==> config.mk <==
export PLATFORM = sky130hd
export DESIGN_NAME = multicycle_controller
export DESIGN_NICKNAME = d
export VERILOG_FILES = /design/src/rtl/multicycle_controller.sv
export SDC_FILE = /design/constraint.sdc
export NUM_CORES = 1
export LEC_CHECK = 0
export CAP_MARGIN = 20
export CORE_MARGIN = 5
export CORE_UTILIZATION = 40
export DETAILED_ROUTE_END_ITERATION = 8
export PLACE_DENSITY = 0.83
export SYNTH_ARGS = -nofsm -noshare
export SYNTH_HDL_FRONTEND = slang
export SYNTH_SLANG_ARGS = --single-unit
==> constraint.sdc <==
create_clock -name clk -period 2.76 [get_ports clk]
set_input_delay 0.276 -clock clk [delete_from_list [all_inputs] [get_ports clk]]
set_output_delay 0.276 -clock clk [all_outputs]
set_load 0.02 [all_outputs]
==> src/rtl/multicycle_controller.sv <==
// Main control FSM for the multicycle datapath: one phase per clock, memory phases stall on MemReady.
// Optional `MC_BNE_EN` adds bne (Op=000101) through the BRANCH state.
module multicycle_controller (
    input  logic       clk,
    input  logic       reset_n,
    input  logic [5:0] Op,
    input  logic [5:0] Funct,
    input  logic       Zero,
    input  logic       MemReady,
    output logic       IorD,
    output logic       MemWrite,
    output logic       IRWrite,
    output logic       RegDst,
    output logic       MemtoReg,
    output logic       RegWrite,
    output logic       ALUSrcA,
    output logic [1:0] ALUSrcB,
    output logic [2:0] ALUControl,
    output logic [1:0] PCSrc,
    output logic       PCEn,
    output logic       Illegal,
    output logic [3:0] State
);

    typedef enum logic [3:0] {
        FETCH    = 4'd0,
        DECODE   = 4'd1,
        MEMADR   = 4'd2,
        MEMREAD  = 4'd3,
        MEMWB    = 4'd4,
        MEMWRITE = 4'd5,
        EXECUTE  = 4'd6,
        ALUWB    = 4'd7,
        BRANCH   = 4'd8,
        ADDIEX   = 4'd9,
        ADDIWB   = 4'd10,
        JUMP     = 4'd11
    } state_t;

    localparam logic [5:0] OP_RTYPE = 6'b000000;
    localparam logic [5:0] OP_LW    = 6'b100011;
    localparam logic [5:0] OP_SW    = 6'b101011;
    localparam logic [5:0] OP_BEQ   = 6'b000100;
    localparam logic [5:0] OP_ADDI  = 6'b001000;
    localparam logic [5:0] OP_J     = 6'b000010;
    localparam logic [5:0] OP_BNE   = 6'b000101;

    localparam logic [2:0] ALU_ADD = 3'b010;
    localparam logic [2:0] ALU_SUB = 3'b110;

    state_t state;
    state_t state_next;

    logic       iord_d, memwrite_d, irwrite_d, regdst_d, memtoreg_d, regwrite_d;
    logic       alusrca_d, pcen_d, illegal_d;
    logic [1:0] alusrcb_d, pcsrc_d;
    logic [2:0] aluctrl_d;

    logic [2:0] funct_ctrl;
    logic       funct_ok;
    logic       bne_op;
    logic       branch_take;

    always_comb begin
        funct_ok   = 1'b1;
        funct_ctrl = ALU_ADD;
        case (Funct)
            6'b100000: funct_ctrl = ALU_ADD;
            6'b100010: funct_ctrl = ALU_SUB;
            6'b100100: funct_ctrl = 3'b000;
            6'b100101: funct_ctrl = 3'b001;
            6'b101010: funct_ctrl = 3'b111;
            default:   funct_ok   = 1'b0;
        endcase
    end

`ifdef MC_BNE_EN
    // Op may change once the IR is reloaded, so the branch sense is captured in DECODE.
    logic bne_held;

    always_ff @(posedge clk or negedge reset_n) begin
        if (!reset_n)
            bne_held <= 1'b0;
        else if (state == DECODE)
            bne_held <= (Op == OP_BNE);
    end

    assign bne_op      = (Op == OP_BNE);
    assign branch_take = bne_held ? ~Zero : Zero;
`else
    assign bne_op      = 1'b0;
    assign branch_take = Zero;
`endif

    always_ff @(posedge clk or negedge reset_n) begin
        if (!reset_n)
            state <= FETCH;
        else
            state <= state_next;
    end

    always_comb begin
        state_next = FETCH;
        iord_d     = 1'b0;
        memwrite_d = 1'b0;
        irwrite_d  = 1'b0;
        regdst_d   = 1'b0;
        memtoreg_d = 1'b0;
        regwrite_d = 1'b0;
        alusrca_d  = 1'b0;
        alusrcb_d  = 2'b00;
        aluctrl_d  = 3'b000;
        pcsrc_d    = 2'b00;
        pcen_d     = 1'b0;
        illegal_d  = 1'b0;
        case (state)
            FETCH: begin
                alusrcb_d  = 2'b01;
                aluctrl_d  = ALU_ADD;
                irwrite_d  = MemReady;
                pcen_d     = MemReady;
                state_next = MemReady ? DECODE : FETCH;
            end
            DECODE: begin
                alusrcb_d = 2'b11;
                aluctrl_d = ALU_ADD;
                if (Op == OP_LW || Op == OP_SW)
                    state_next = MEMADR;
                else if (Op == OP_RTYPE && funct_ok)
                    state_next = EXECUTE;
                else if (Op == OP_BEQ || bne_op)
                    state_next = BRANCH;
                else if (Op == OP_ADDI)
                    state_next = ADDIEX;
                else if (Op == OP_J)
                    state_next = JUMP;
                else
                    illegal_d = 1'b1;
            end
            MEMADR: begin
                alusrca_d  = 1'b1;
                alusrcb_d  = 2'b10;
                aluctrl_d  = ALU_ADD;
                state_next = (Op == OP_SW) ? MEMWRITE : MEMREAD;
            end
            MEMREAD: begin
                iord_d     = 1'b1;
                state_next = MemReady ? MEMWB : MEMREAD;
            end
            MEMWB: begin
                memtoreg_d = 1'b1;
                regwrite_d = 1'b1;
            end
            MEMWRITE: begin
                iord_d     = 1'b1;
                memwrite_d = 1'b1;
                state_next = MemReady ? FETCH : MEMWRITE;
            end
            EXECUTE: begin
                alusrca_d  = 1'b1;
                aluctrl_d  = funct_ctrl;
                state_next = ALUWB;
            end
            ALUWB: begin
                regdst_d   = 1'b1;
                regwrite_d = 1'b1;
            end
            BRANCH: begin
                alusrca_d = 1'b1;
                aluctrl_d = ALU_SUB;
                pcsrc_d   = 2'b01;
                pcen_d    = branch_take;
            end
            ADDIEX: begin
                alusrca_d  = 1'b1;
                alusrcb_d  = 2'b10;
                aluctrl_d  = ALU_ADD;
                state_next = ADDIWB;
            end
            ADDIWB: regwrite_d = 1'b1;
            JUMP: begin
                pcsrc_d = 2'b10;
                pcen_d  = 1'b1;
            end
            default: state_next = FETCH;
        endcase
    end

    // Everything is gated by reset_n so no strobe survives reset assertion.
    assign IorD       = reset_n & iord_d;
    assign MemWrite   = reset_n & memwrite_d;
    assign IRWrite    = reset_n & irwrite_d;
    assign RegDst     = reset_n & regdst_d;
    assign MemtoReg   = reset_n & memtoreg_d;
    assign RegWrite   = reset_n & regwrite_d;
    assign ALUSrcA    = reset_n & alusrca_d;
    assign ALUSrcB    = reset_n ? alusrcb_d : 2'b00;
    assign ALUControl = reset_n ? aluctrl_d : 3'b000;
    assign PCSrc      = reset_n ? pcsrc_d : 2'b00;
    assign PCEn       = reset_n & pcen_d;
    assign Illegal    = reset_n & illegal_d;
    assign State      = reset_n ? state : 4'd0;

endmodule

==> impl_metrics.tcl <==
set metrics [dict create \
    post_drt_wl_per_cell_um 13.67 \
    clock.fmax_mhz 389.3 \
    drt_iter0_markers 16 \
    layout_common_cells "clkdlybuf4s50_1, nand2_1, nor2_1" \
    syn-instance-count 95 \
    reg2reg_depth 5 \
    yosysUniqueCellTypes 37 \
    h-tree-depth 1 \
    r2r_slack_ps 890 \
    ir_worst_vdd_mv 0.5101 \
    clock_sinks 4 \
    coreArea_um2 1506 \
    cp.required_ps 2480 \
    ys_warn_count 0 \
    via_count 885 \
    rows 14 \
    grt_max_degree 17 \
    overflow 0 \
    worst_setup_path_start_kind "register" \
    maxCapViolations 0 \
    fin_crit_ps 2569 \
    port_buffers 35 \
    synth_seq_area_share_pct 15.69 \
    ys_seq_elements 4 \
    syn_area_um2 638.1 \
    start_util_pct 42.36 \
    synth_nets 111 \
    p_leak_nw 0.4268 \
    power_density_nw_per_um2 592.8 \
    relSlewSlack_pct 70.32 \
    crit_type "register to output pin" \
    dpl.hpwl_um 1677 \
    drc 0 \
    die_y_um 49.94 \
    grtUsageTotal_pct 17.18 \
    clock_latency_ps 260 \
    drv_slew 0 \
    gp_congestion 0.8634 \
    nets 155 \
    postSynthAreaPerCell_um2 6.717 \
    worstSetupStartpoint "state[2]" \
    rsz0062_at_grt "no" \
    endpoint_kind "output pin" \
    ant_nets 0 \
    post-route-period-util_pct 93.07 \
    finalSetupTns_ps 0 \
    drt_pass1_iterations 4 \
    arrival_ps 2290 \
    reg_top3 "state x4" \
    area_delta_synth_final_pct 69.80 \
    clkSlewWorstSetupHoldPaths_ps 50 \
    outcome "completed" \
    post_cts_buffers 0 \
    n_antenna_cell 0 \
    antenna_found_initial 0 \
    whs_ps 497.3 \
    worst_r2r_endpoint "state[0]" \
    dp.cells 150 \
    dieArea_um2 2494 \
    layout.cells.non_filler 153 \
    r2r_start "state[3]" \
    io_pins 36 \
    ctsHoldBuffers 0 \
    tightest_slew_ps 445.1 \
    drive_gt1_share_pct 13.14 \
    finalSetupViolCount 0 \
    clk_path_buf_depth 2 \
    cts_inserted_buffers 3 \
    grt_pass1_vias 780 \
    holdCritPathClass "input port to async pin" \
    grt_pass1_wl_um 3456 \
    die_x_um 49.94 \
    regMostFlops "state" \
    clk_root_buffer_cell "clkbuf_4" \
    cts_tree "built" \
    hold_viol 0 \
    via_per_inst 5.784 \
    skew_ps 12.06 \
    critical_path.max_fanout 16 \
    largest_reg_flops 4 \
    totalWireLength_um 2091 \
    final_common_cell "clkdlybuf4s50_1" \
]
==> report_power, final <==
part | switching [mW] | internal [mW] | total, mW | leakage [nW]
registers | 0.0576 | 0.0772 | 0.135 | 0.0525
logic | 0.208 | 0.215 | 0.423 | 0.360
clock network | 0.0351 | 0.0494 | 0.0845 | 0.0138
==> cell type report <==
type                            instances  area, um2
Multi-Input combinational cell         84      511.7
Fill cell                             140      422.9
Timing Repair Buffer                   44      420.4
Sequential cell                         4      101.3
Clock buffer                            3      22.52
Tap cell                               16      20.02
Inverter                                2      7.507
==> critical path: stages, from the launching register on <==
cell             delay [ps]
dfrtp_1                 610
nor2b_1                 240
nand2_1                 130
or2_2                   320
a21oi_1                 130
clkdlybuf4s50_1         620
==> per-stage QoR <==
| step | util [%] | worst slack (ps) | total power, mW | instance area, um2 |
|---|---|---|---|---|
| final | 71.93 | 191.3 | 0.6423 | 1084 |
| after global routing | 71.93 | 85.63 | 0.6945 | 1084 |
| after CTS | 71.68 | 1.367 | 0.6424 | 1080 |
| after detailed placement | 70.18 | 4.997 | 0.5571 | 1057 |
| after global placement | 70.18 | 42.86 | 0.5481 | 1057 |
| after floorplan | - | 708.2 | 0.3704 | 638.1 |
==> cell families after synthesis <==
kind of cell,Yosys count,synth area share [%]
buf+inv,7,4.118
simple gates,56,50.98
mux,1,1.765
flops,4,15.69
compound gates,24,23.33
xor+xnor,3,4.118
==> worst max-delay path by stage <==
stage / end / slack (ps) / depth (start not counted)
floorplan: PCEn / 710 / 4
global placement: Illegal / 40 / 6
detailed placement: Illegal / 5 / 6
CTS: Illegal / 1 / 6
global route: ALUControl[0] / 90 / 5
finish: ALUControl[0] / 190 / 5
==> synthesized netlist by cell type (all sizes together) <==
library cell	n	area [um2]
nor4b	3	26.28
nor2	10	37.54
a211o	2	17.52
o31a	1	8.760
o21ai	10	53.80
nand4	2	12.51
a22oi	1	7.510
or2	1	6.260
or4b	1	10.01
a21oi	5	25.02
and3b	1	8.760
o21a	1	7.510
inv	2	7.510
xor2	1	8.760
clkbuf	5	18.77
nand3	4	20.02
nor3b	2	15.01
or4	2	18.77
nand2	10	37.54
xnor2	2	17.52
nand4bb	1	11.26
nand2b	4	27.53
nand4b	1	8.760
dfrtp	4	100.1
nor2b	4	25.02
mux2	1	11.26
nor3	5	25.02
o22ai	2	12.51
nand3b	1	7.510
or3b	1	8.760
o32ai	1	8.760
and2	3	18.77
o211ai	1	7.510
==> layer usage <==
metal / GRT usage [%] / routed length [um]
met4: 6.987 / 31
met5: 0 / 0
met1: 19.28 / 846
met2: 30.51 / 1052
met3: 3.916 / 161
==> timing repair <==
action                                 4_1_cts  5_1_grt
setup endpoints to repair                    0        1
resized for setup                            0        2
endpoints found under the hold margin        0        0
Power figures use the tool's default switching activity.
==> RTL change, RTL diff (same flow settings) <==
Build with the macro `MC_BNE_EN` defined.
--- a/src/rtl/multicycle_controller.sv
+++ b/src/rtl/multicycle_controller.sv
@@ -1,5 +1,7 @@
 // Main control FSM for the multicycle datapath: one phase per clock, memory phases stall on MemReady.
 // Optional `MC_BNE_EN` adds bne (Op=000101) through the BRANCH state.
+`define MC_BNE_EN
+
 module multicycle_controller (
     input  logic       clk,
     input  logic       reset_n,
Check against the original RTL: not equivalent (Yosys sat finds a counterexample within 4 cycles, from zero or initial values and one cycle with reset_n low).
==> RTL change against the unedited design <==
- area after synthesis is 13% higher
- routed wire length is 3.4% higher
- worst setup slack worse by 0.073 ns
- cell area is 2.9% higher
- power is 5.1% higher
- count of clock-buffer cells in the layout stayed put
- critical path depth is 1 lower
- sequential cell count is 1 higher
- critical path type unchanged
- largest power group unchanged
- highest routed layer unchanged
==> RTL change: results (changes against the unedited design) <==
status=completed (unchanged); Final Total Pwr=0.675 mW (was 0.642 mW); R2R Path End=state[2]$_DFF_PN0_ (was state[0]$_DFF_PN0_); gpl congestion=0.849 (was 0.863); Net Sw Frac=45.7% (was 46.9%); Synth top cells by count=nor2_1 (14), nand2_1 (12), nor3_1 (6), o21ai_0 (6) (was nand2_1 (10), nor2_1 (10), o21ai_0 (8)); share of cells above drive strength 1=7.80% (was 13.1%); top cells by area, synth=dfrtp_1 (17%), nor2_1 (7.3%), nand2_1 (6.3%), buf_6 (4.7%), and2_1 (4.3%) (was dfrtp_1 (16%), o21ai_0 (6.3%), nand2_1 (5.9%), nor2_1 (5.9%), nor4b_1 (4.1%)); Place WS=0.260 ns (was 0.00500 ns); global-route wire length before repair=3380 um (was 3460 um); Hold WS=0.534 ns (was 0.497 ns); dpl cell area=0.00109 mm^2 (was 0.00106 mm^2); Clock Latency Late Sink=0.24 ns (was 0.26 ns); Clock Skews=0.000363 ns (was 0.0121 ns); Post-Route WL=2160 um (was 2090 um); worst reg2reg path startpoint=state[2]$_DFF_PN0_ (was state[3]$_DFF_PN0_); maximum vdd drop=450 uV (was 510 uV); Sequential Power=0.114 mW (was 0.135 mW); met3 GRT Util=1.99% (was 3.92%); final worst setup slack=0.119 ns (was 0.191 ns); Post-Syn Nets=119 (was 111); vias=904 (was 885); Nets=158 (was 155); clock-net power=0.0828 mW (was 0.0845 mW); Total GRT Usage=16.1% (was 17.2%); Worst Setup EP=Illegal (was ALUControl[0]); DP Wirelength=1710 um (was 1680 um); Syn Area/Cell=6.98 um^2 (was 6.72 um^2)
## RTL change: cell types whose count changed in the layout (fill, tap and decap cells not counted), moves of 3 or more
cell,unedited run,this run
inv_1,2,5
buf_4,9,4
nor4_1,0,3
nor2_1,10,14
nand3_1,4,0
## RTL change: cell families (layout without fill, tap and decap cells)
kind of cell,after synthesis,in the layout,synth area share [%]
AND/OR/NAND/NOR,62,62,48.0
AO/OA/AOI/OAI,20,20,17.9
buffers and inverters,10,48,8.70
flip-flops,5,5,17.4
XOR/XNOR,3,3,3.65
multiplexers,3,3,4.35
## RTL change: area by class of cell
class	instances	area [um^2]
Sequential cell	5	125
Fill cell	174	612
Tap cell	25	31.3
Clock buffer	3	22.5
Multi-Input combinational cell	88	532
Clock inverter	1	5.00
Inverter	5	18.8
Timing Repair Buffer	39	380
## RTL change: routing by layer
| metal | up-vias | routed length, um |
|---|---|---|
| met5 | - | 0 |
| met4 | 0 | 38 |
| met3 | 6 | 107 |
| met2 | 32 | 1100 |
| met1 | 418 | 918 |
| li1 | 448 | - |
